<file path="src/rtl/xgmii_start_align.sv">
// -----------------------------------------------------------------------------
// xgmii_start_align
//
// XGMII receive-side lane aligner. Each frame is re-aligned so that its Start
// character lands in lane 0 of the output word. Start may arrive on any 4-lane
// boundary. The data is realigned by a funnel shifter over {hold, incoming}
// words. Frame tracking and protocol-error detection run alongside it.
//
// Word packing (in and out): {ctrl[LANES-1:0], data[LANES*8-1:0]}.
// Lane i is data[8i+7:8i] together with ctrl[i].
//
// Optional build macro:
//   XGMII_ALIGN_STATS_EN - builds the saturating err_cnt/frm_cnt counters.
//                          When it is undefined, both counters read 0 and
//                          clr_stats is ignored.
// -----------------------------------------------------------------------------
module xgmii_start_align #(
  parameter int LANES  = 8,   // 8 or 16
  parameter int STAT_W = 16,
  localparam int SH_W  = ($clog2(LANES / 4) > 1) ? $clog2(LANES / 4) : 1,
  localparam int W     = LANES * 9
) (
  input  logic              xgmii_clk,
  input  logic              sys_rst_n,
  input  logic              in_vld,
  input  logic [W-1:0]      in_d,
  input  logic              clr_stats,
  output logic              out_vld,
  output logic [W-1:0]      out_d,
  output logic              out_sof,
  output logic              out_eof,
  output logic [SH_W-1:0]   shift,
  output logic [STAT_W-1:0] err_cnt,
  output logic [STAT_W-1:0] frm_cnt
);

  localparam int NGRP = LANES / 4;

  // One lane as {ctrl, data}
  typedef logic [8:0] lane_t;

  localparam lane_t START_CH = 9'h1FB;
  localparam lane_t TERM_CH  = 9'h1FD;
  localparam lane_t IDLE_CH  = 9'h107;

  localparam logic [W-1:0] IDLE_WORD = {{LANES{1'b1}}, {LANES{8'h07}}};

  localparam logic [0:0] ST_IDLE  = 1'b0;
  localparam logic [0:0] ST_FRAME = 1'b1;

  // ---------------------------------------------------------------------------
  // State
  // ---------------------------------------------------------------------------
  logic [W-1:0]    h_q;      // previous valid input word
  logic [SH_W-1:0] off_q;    // alignment offset in 4-lane groups
  logic [0:0]      state_q;

  // ---------------------------------------------------------------------------
  // Lane views
  // ---------------------------------------------------------------------------
  lane_t in_lane  [LANES];
  lane_t cat_lane [2*LANES];  // hold lanes first, then incoming lanes

  // Split the packed words into lanes and build the funnel source window.
  always_comb begin
    for (int i = 0; i < LANES; i++) begin
      in_lane[i]          = {in_d[LANES*8+i], in_d[8*i +: 8]};
      cat_lane[i]         = {h_q[LANES*8+i],  h_q[8*i +: 8]};
      cat_lane[LANES + i] = in_lane[i];
    end
  end

  // ---------------------------------------------------------------------------
  // Start / Terminate detection on the incoming word
  // ---------------------------------------------------------------------------
  logic            start_found;  // aligned Start present
  logic [SH_W-1:0] start_grp;    // group of the lowest aligned Start
  logic            start_seen;
  logic            multi_start;
  logic            misaligned;
  logic            term_before;  // Terminate below the Start lane (or no Start)
  logic            term_after;   // Terminate above the Start lane

  // Scan the lanes upwards. Terminates are classified relative to the first
  // aligned Start. Misaligned and repeated Starts are flagged.
  always_comb begin
    // NOTE: every combinational output gets a default before any branch, so no
    // path leaves it unassigned and no latch is inferred.
    start_found = 1'b0;
    start_grp   = '0;
    start_seen  = 1'b0;
    multi_start = 1'b0;
    misaligned  = 1'b0;
    term_before = 1'b0;
    term_after  = 1'b0;
    for (int i = 0; i < LANES; i++) begin
      if (in_lane[i] == TERM_CH) begin
        if (start_found) term_after  = 1'b1;
        else             term_before = 1'b1;
      end
      if (in_lane[i] == START_CH) begin
        if (start_seen) multi_start = 1'b1;
        start_seen = 1'b1;
        if ((i % 4) != 0) begin
          misaligned = 1'b1;
        end else if (!start_found) begin
          start_found = 1'b1;
          start_grp   = SH_W'(i / 4);
        end
      end
    end
  end

  // ---------------------------------------------------------------------------
  // Frame state machine and error event
  // ---------------------------------------------------------------------------
  logic [0:0] state_d;
  logic       err_ev;

  // A Terminate ahead of the Start lane ends the running frame. A Start inside
  // a frame that was not closed first is an error but still realigns.
  always_comb begin
    state_d = state_q;
    err_ev  = misaligned | multi_start;
    if (start_found) begin
      if (state_q == ST_FRAME && !term_before) err_ev = 1'b1;
      if (state_q == ST_IDLE  &&  term_before) err_ev = 1'b1;
      state_d = term_after ? ST_IDLE : ST_FRAME;
    end else if (term_before) begin
      if (state_q == ST_IDLE) err_ev  = 1'b1;
      else                    state_d = ST_IDLE;
    end
  end

  // ---------------------------------------------------------------------------
  // Funnel shifter
  // ---------------------------------------------------------------------------
  lane_t        out_lane [LANES];
  logic [W-1:0] out_word;
  logic         sof_d;
  logic         eof_d;

  // Output lane j takes window lane 4*off + j. When a new Start is accepted,
  // incoming lanes are replaced with Idle. This matters because those lanes
  // reappear from the hold register under the new offset and would otherwise
  // be duplicated.
  always_comb begin
    for (int j = 0; j < LANES; j++) begin
      out_lane[j] = IDLE_CH;
      for (int o = 0; o < NGRP; o++) begin
        if (off_q == SH_W'(o)) begin
          if (start_found && (4*o + j >= LANES)) out_lane[j] = IDLE_CH;
          else                                   out_lane[j] = cat_lane[4*o + j];
        end
      end
    end
  end

  // Repack the output lanes and decode the Start/Terminate flags.
  always_comb begin
    out_word = '0;
    eof_d    = 1'b0;
    sof_d    = (out_lane[0] == START_CH);
    for (int j = 0; j < LANES; j++) begin
      out_word[8*j +: 8]     = out_lane[j][7:0];
      out_word[LANES*8 + j]  = out_lane[j][8];
      if (out_lane[j] == TERM_CH) eof_d = 1'b1;
    end
  end

  // ---------------------------------------------------------------------------
  // Registers
  // ---------------------------------------------------------------------------
  // The datapath and alignment state advance only on valid input words.
  always_ff @(posedge xgmii_clk or negedge sys_rst_n) begin
    // NOTE: state registers use non-blocking assignments. All of them then
    // sample pre-edge values, whatever order the statements are written in.
    if (!sys_rst_n) begin
      out_vld <= 1'b0;
      out_d   <= IDLE_WORD;
      out_sof <= 1'b0;
      out_eof <= 1'b0;
      h_q     <= IDLE_WORD;
      off_q   <= '0;
      state_q <= ST_IDLE;
    end else begin
      out_vld <= in_vld;
      if (in_vld) begin
        out_d   <= out_word;
        out_sof <= sof_d;
        out_eof <= eof_d;
        h_q     <= in_d;
        state_q <= state_d;
        if (start_found) off_q <= start_grp;
      end
    end
  end

  assign shift = off_q;

  // ---------------------------------------------------------------------------
  // Statistics
  // ---------------------------------------------------------------------------
`ifdef XGMII_ALIGN_STATS_EN
  logic [STAT_W-1:0] err_q;
  logic [STAT_W-1:0] frm_q;

  // Saturating counters. A clear takes precedence over a same-cycle increment.
  always_ff @(posedge xgmii_clk or negedge sys_rst_n) begin
    if (!sys_rst_n) begin
      err_q <= '0;
      frm_q <= '0;
    end else if (clr_stats) begin
      err_q <= '0;
      frm_q <= '0;
    end else if (in_vld) begin
      if (err_ev && err_q != '1)      err_q <= err_q + 1'b1;
      if (start_found && frm_q != '1) frm_q <= frm_q + 1'b1;
    end
  end

  assign err_cnt = err_q;
  assign frm_cnt = frm_q;
`else
  // The counters are not built in this configuration.
  logic unused_stats;
  assign unused_stats = clr_stats | err_ev;
  assign err_cnt      = '0;
  assign frm_cnt      = '0;
`endif

endmodule
</file>
<file path="config.mk">
export PLATFORM = sky130hd
export DESIGN_NAME = xgmii_start_align
export DESIGN_NICKNAME = d
export VERILOG_FILES = /design/src/rtl/xgmii_start_align.sv
export SDC_FILE = /design/constraint.sdc
export NUM_CORES = 1
export LEC_CHECK = 0
export ABC_AREA = 1
export ABC_CLOCK_PERIOD_IN_PS = 2000
export BUFFER_PORTS_ARGS = -buffer_cell sky130_fd_sc_hd__buf_2
export CAP_MARGIN = 20
export CORE_MARGIN = 5
export CORE_UTILIZATION = 40
export CTS_BUF_LIST = sky130_fd_sc_hd__clkbuf_8 sky130_fd_sc_hd__clkbuf_16
export CTS_CLUSTER_DIAMETER = 60
export DETAILED_ROUTE_END_ITERATION = 6
export PLACE_DENSITY_LB_ADDON = 0.12
export SLEW_MARGIN = 20
export SYNTH_ARGS = -nofsm -noshare
export SYNTH_HDL_FRONTEND = slang
export SYNTH_SLANG_ARGS = --single-unit
</file>
<file path="constraint.sdc">
create_clock -name xgmii_clk -period 2 [get_ports xgmii_clk]
set_input_delay 0.4 -clock xgmii_clk [delete_from_list [all_inputs] [get_ports xgmii_clk]]
set_output_delay 0.4 -clock xgmii_clk [all_outputs]
set_load 0.05 [all_outputs]
</file>
Word level (Yosys, flattened, before mapping)

Index checks and enable logic that the tools add are counted.

Bits in registers: 148
Input bits: 76
Output and inout port bits: 108
Logic and storage cells: 42

Equality and inequality tests: 11
Multiplexer cells: 24
Reductions and logical operators: 1

Operators with widths:

| operator             | number |
|---|---|
| $mux W9              | 12 |
| $eq A9 B9 Y1 const B | 11 |
| $mux W1              | 12 |
| $reduce_and A2 Y1    | 1 |

Logic depth before layout (Yosys ltp)

Word-level depth: 10
Gate-level depth with buffers: 13
Mapped depth without buffers: 13

Worst setup path after synthesis

Ideal clock, no wire load.

Path type: register to register
Start: register off_q, in the netlist shift
End: register out_eof
Library setup time: 0.119 ns
Arrival time: 1.637 ns
Required time: 1.881 ns
Path slack: 0.243 ns
Stages on the path, launching flop included: 12
Path buffers: 3
Path through: dfrtp_1 -> buf_6 -> buf_6 -> buf_6 -> o21ai_0 -> nor2_1 -> nand3b_1 -> nand3_1 -> nor2_1 -> nand2_1 -> nor2_1 -> nor2_1

Cells in the longest elaborated chain, start to end: 10

RTL lines:

| item                     | line | source |
|---|---|---|
| start: declaration       | 55   | `logic [SH_W-1:0] off_q;` |
| start signal: assignment | 194  | `if (start_found) off_q <= start_grp;` |
| $mux W9                  | 151  | `if (off_q == SH_W'(o)) begin` |
| $eq A9 B9 Y1             | 167  | `if (out_lane[j] == TERM_CH) eof_d = 1'b1;` |
| $mux W1 (7 in a row)     | 167  |  |
| $mux W1 (*)              | 167  |  |
| end signal: assignment   | 191  | `out_eof <= eof_d;` |
| end: declaration         | 31   | `output logic out_eof,` |

Mark *: on every way between the ends. The rest lies on a longest branch, timed or not.
A chain may end at the register's enable or synchronous reset.

Worst setup path in the final report

Same ends and word-level chain as after synthesis.

==> impl_metrics.py <==
metrics = {
    "status": {
        "outcome": "finished clean",
    },
    "synth": {
        "yosysTopAreaCell": "dfrtp_1",
        "yosysTopAreaCellShare_pct": 29.3,
        "synth-simple-area-share_pct": 26.5,
        "synthXorXnorAreaFrac_pct": 0,
        "avgSynthCellArea_sq_um": 7.88,
        "synth_compound_area_share_pct": 10.5,
        "yosys-mux-area-fraction_pct": 0,
        "synth_top_family_by_area": "simple AND/OR/NAND/NOR gates",
        "ys_ff_latch": 148,
        "synth.area.top_cells": "dfrtp_1 (29%), dfstp_2 (23%), nand2_1 (20%)",
        "yosys_warnings": 0,
        "syn-cell-area_sq_um": 7170,
        "synth.distinct_cells": 29,
        "yosys.area_share.adder_pct": 0,
        "ys_seq_area_share_pct": 52.8,
        "netlist_instances": 910,
    },
    "clock_network": {
        "cts-resized-gates": 0,
        "cts_buffers": 17,
        "htree_levels": 4,
        "cts_sinks": 148,
        "clkLatencyLatePin_ns": 0.42,
        "clock_path_buffers": 2,
        "clock-root-buffer": "clkbuf_16",
        "cts_tree": "done",
        "path_clk_slew_ns": 0.06,
    },
    "placed_design": {
        "port_buffers": 150,
        "dp_cells": 1267,
        "hpwl_microns": 14800,
        "place.gp.congestion": 0.793,
        "post-place-ws_ns": 0.0673,
    },
    "hold_path": {
        "hold_path_class": "input pin to flip-flop",
        "worstHoldStart": "in_d[58]",
        "min_to": "h_q[58]",
        "hold_depth": 3,
    },
    "critical_path": {
        "r2r_cells": 9,
        "r2r_start": "shift",
        "cp-end-kind": "flip-flop",
        "worstPathArrival_ns": 2.22,
        "critical_path.max_fanout": 31,
        "crit_type": "flip-flop to flip-flop",
        "crit_path_start_kind": "flip-flop",
        "cp.required_ns": 2.35,
        "r2r_end": "out_eof",
        "r2r_slack_ns": 0.13,
    },
    "drt": {
        "vias": 6064,
        "routed_wl_microns": 20100,
        "vias_per_cell": 4.66,
        "ant_nets": 0,
        "drt_iter0_markers": 367,
        "wire_per_inst_microns": 15.5,
        "dr.pass1.iters": 5,
        "drc": 0,
    },
    "sta": {
        "setup_tns_ns": 0,
        "fin_ws_ns": 0.131,
        "clock_skew_ns": 0.00945,
        "hold_slack_ns": 0.171,
        "final-setup-viol-count": 0,
        "min_period_ns": 1.87,
        "slew_violations": 0,
        "finalCritPeriodShare_pct": 93.5,
        "fmax_mhz": 535,
        "worst_pin_slew_ns": 0.507,
        "slew_headroom_pct": 66.2,
        "finalHoldViolations": 0,
        "rsz0062_at_grt": "no",
    },
    "pwr": {
        "leakagePower_nw": 4.57,
        "p_per_area_nw_per_um2": 985,
        "ir_worst_vdd_mv": 0.619,
    },
    "global_routing": {
        "grt_max_degree": 60,
        "grt-ovfl-total": 0,
        "antenna_found_initial": 1,
        "grt.total_usage_pct": 19.8,
        "grt_first_pass_wirelength_microns": 31500,
        "grt_pass1_vias": 5711,
    },
    "die": {
        "std_cell_rows": 49,
        "die_y_microns": 144,
        "die-area_sq_um": 20700,
        "io_pins": 184,
        "initial_core_util_pct": 40.3,
        "die_x_microns": 144,
        "coreArea_sq_um": 17800,
    },
    "run": {
        "drv_cap": 0,
    },
    "layout": {
        "layout.nets": 1134,
        "utilization_pct": 49.6,
        "layout_common_cells": "nand2_1 (380), buf_2 (148), o21ai_0 (112), dfrtp_1 (83), dfstp_2 (64)",
        "final_cells": 1300,
        "area_delta_synth_final_pct": 22.9,
        "nFillCells": 1815,
        "drive_above_1_share_pct": 26.4,
        "final_common_cell": "nand2_1",
    },
}
-- registers in the layout, indices dropped and copies added (netlist names) --
signal	flops
h_q	72
out_d	72
shift	1
out_vld	1
out_eof	1
out_sof	1
-- where the power goes --
| group | internal, mW | total (mW) | switching, mW |
|---|---|---|---|
| sequential | 3.37 | 3.52 | 0.152 |
| combinational | 0.419 | 1.73 | 1.31 |
| clock | 2.20 | 3.43 | 1.23 |
| total | 5.99 | 8.68 | 2.69 |
-- what timing repair did --
action	CTS	global route
buffers inserted	0	0
hold buffers	1	0
hold endpoints to repair	13	0
-- per-layer routing --
metal / wire [microns] / GRT usage, % / vias up
met5: 11 / 0 / -
met4: 406 / 6.34 / 2
met3: 1020 / 4.09 / 29
met2: 9120 / 29.6 / 146
met1: 9530 / 28.8 / 2792
li1: - / - / 3095
-- cells in the mapped netlist (all sizes together) --
master	count
nand4	4
nand3b	15
clkbuf	30
a31oi	13
conb	1
clkinv	2
a32o	1
nand2	381
nor2	49
o21ai	126
buf	55
inv	55
o22ai	3
or2	5
and2	1
nand3	16
o21bai	1
o21a	1
dfstp	64
dfrtp	84
nor3	3
-- layout make-up --
class | instances | area (sq um) | area share (%)
antenna | 1 | 2.50 | 0.0284
clock buffer | 21 | 480 | 5.45
clock inverter | 10 | 154 | 1.75
inverter | 57 | 216 | 2.46
multi-input combinational | 651 | 2780 | 31.5
sequential | 148 | 3780 | 43.0
tap | 229 | 287 | 3.25
timing repair buffer | 183 | 1110 | 12.6
-- stage by stage --
step	power (mW)	cell area (sq um)
after detailed placement	5.31	8170
after global routing	9.08	8810
after global placement	5.30	8170
after floorplan	4.81	7280
after CTS	8.77	8810
final	8.68	8810
-- worst max-delay path, stage by stage (launching register included) --
cell and delay [ns]:
dfrtp_2 0.46, buf_12 0.18, o21ai_0 0.30, nand4_1 0.29, nand3b_1 0.25, nand3_1 0.07, nor2_1 0.05, nand2_1 0.07
nor2_1 0.04, nor2_1 0.09
-- how the worst max path moves through the flow --
stage	start	to	slack [ns]	cells past startpoint
3_5_place_dp	in_d[7]	out_eof	0.07	14
4_1_cts	shift	out_eof	0.10	9
2_1_floorplan	shift	out_eof	0.24	11
3_3_place_gp	in_d[39]	out_eof	0.08	14
5_1_grt	shift	out_eof	0.02	9
6_report	shift	out_eof	0.13	9
-- kinds of logic (layout without fill, tap and decap cells) --
logic type	Yosys count	after routing
and+or+nand+nor	474	474
AOI/OAI and AO/OA	145	145
DFF	148	148
other	1	33
buffers and inverters	142	271
No activity file was read; power rests on OpenSTA's default activity.
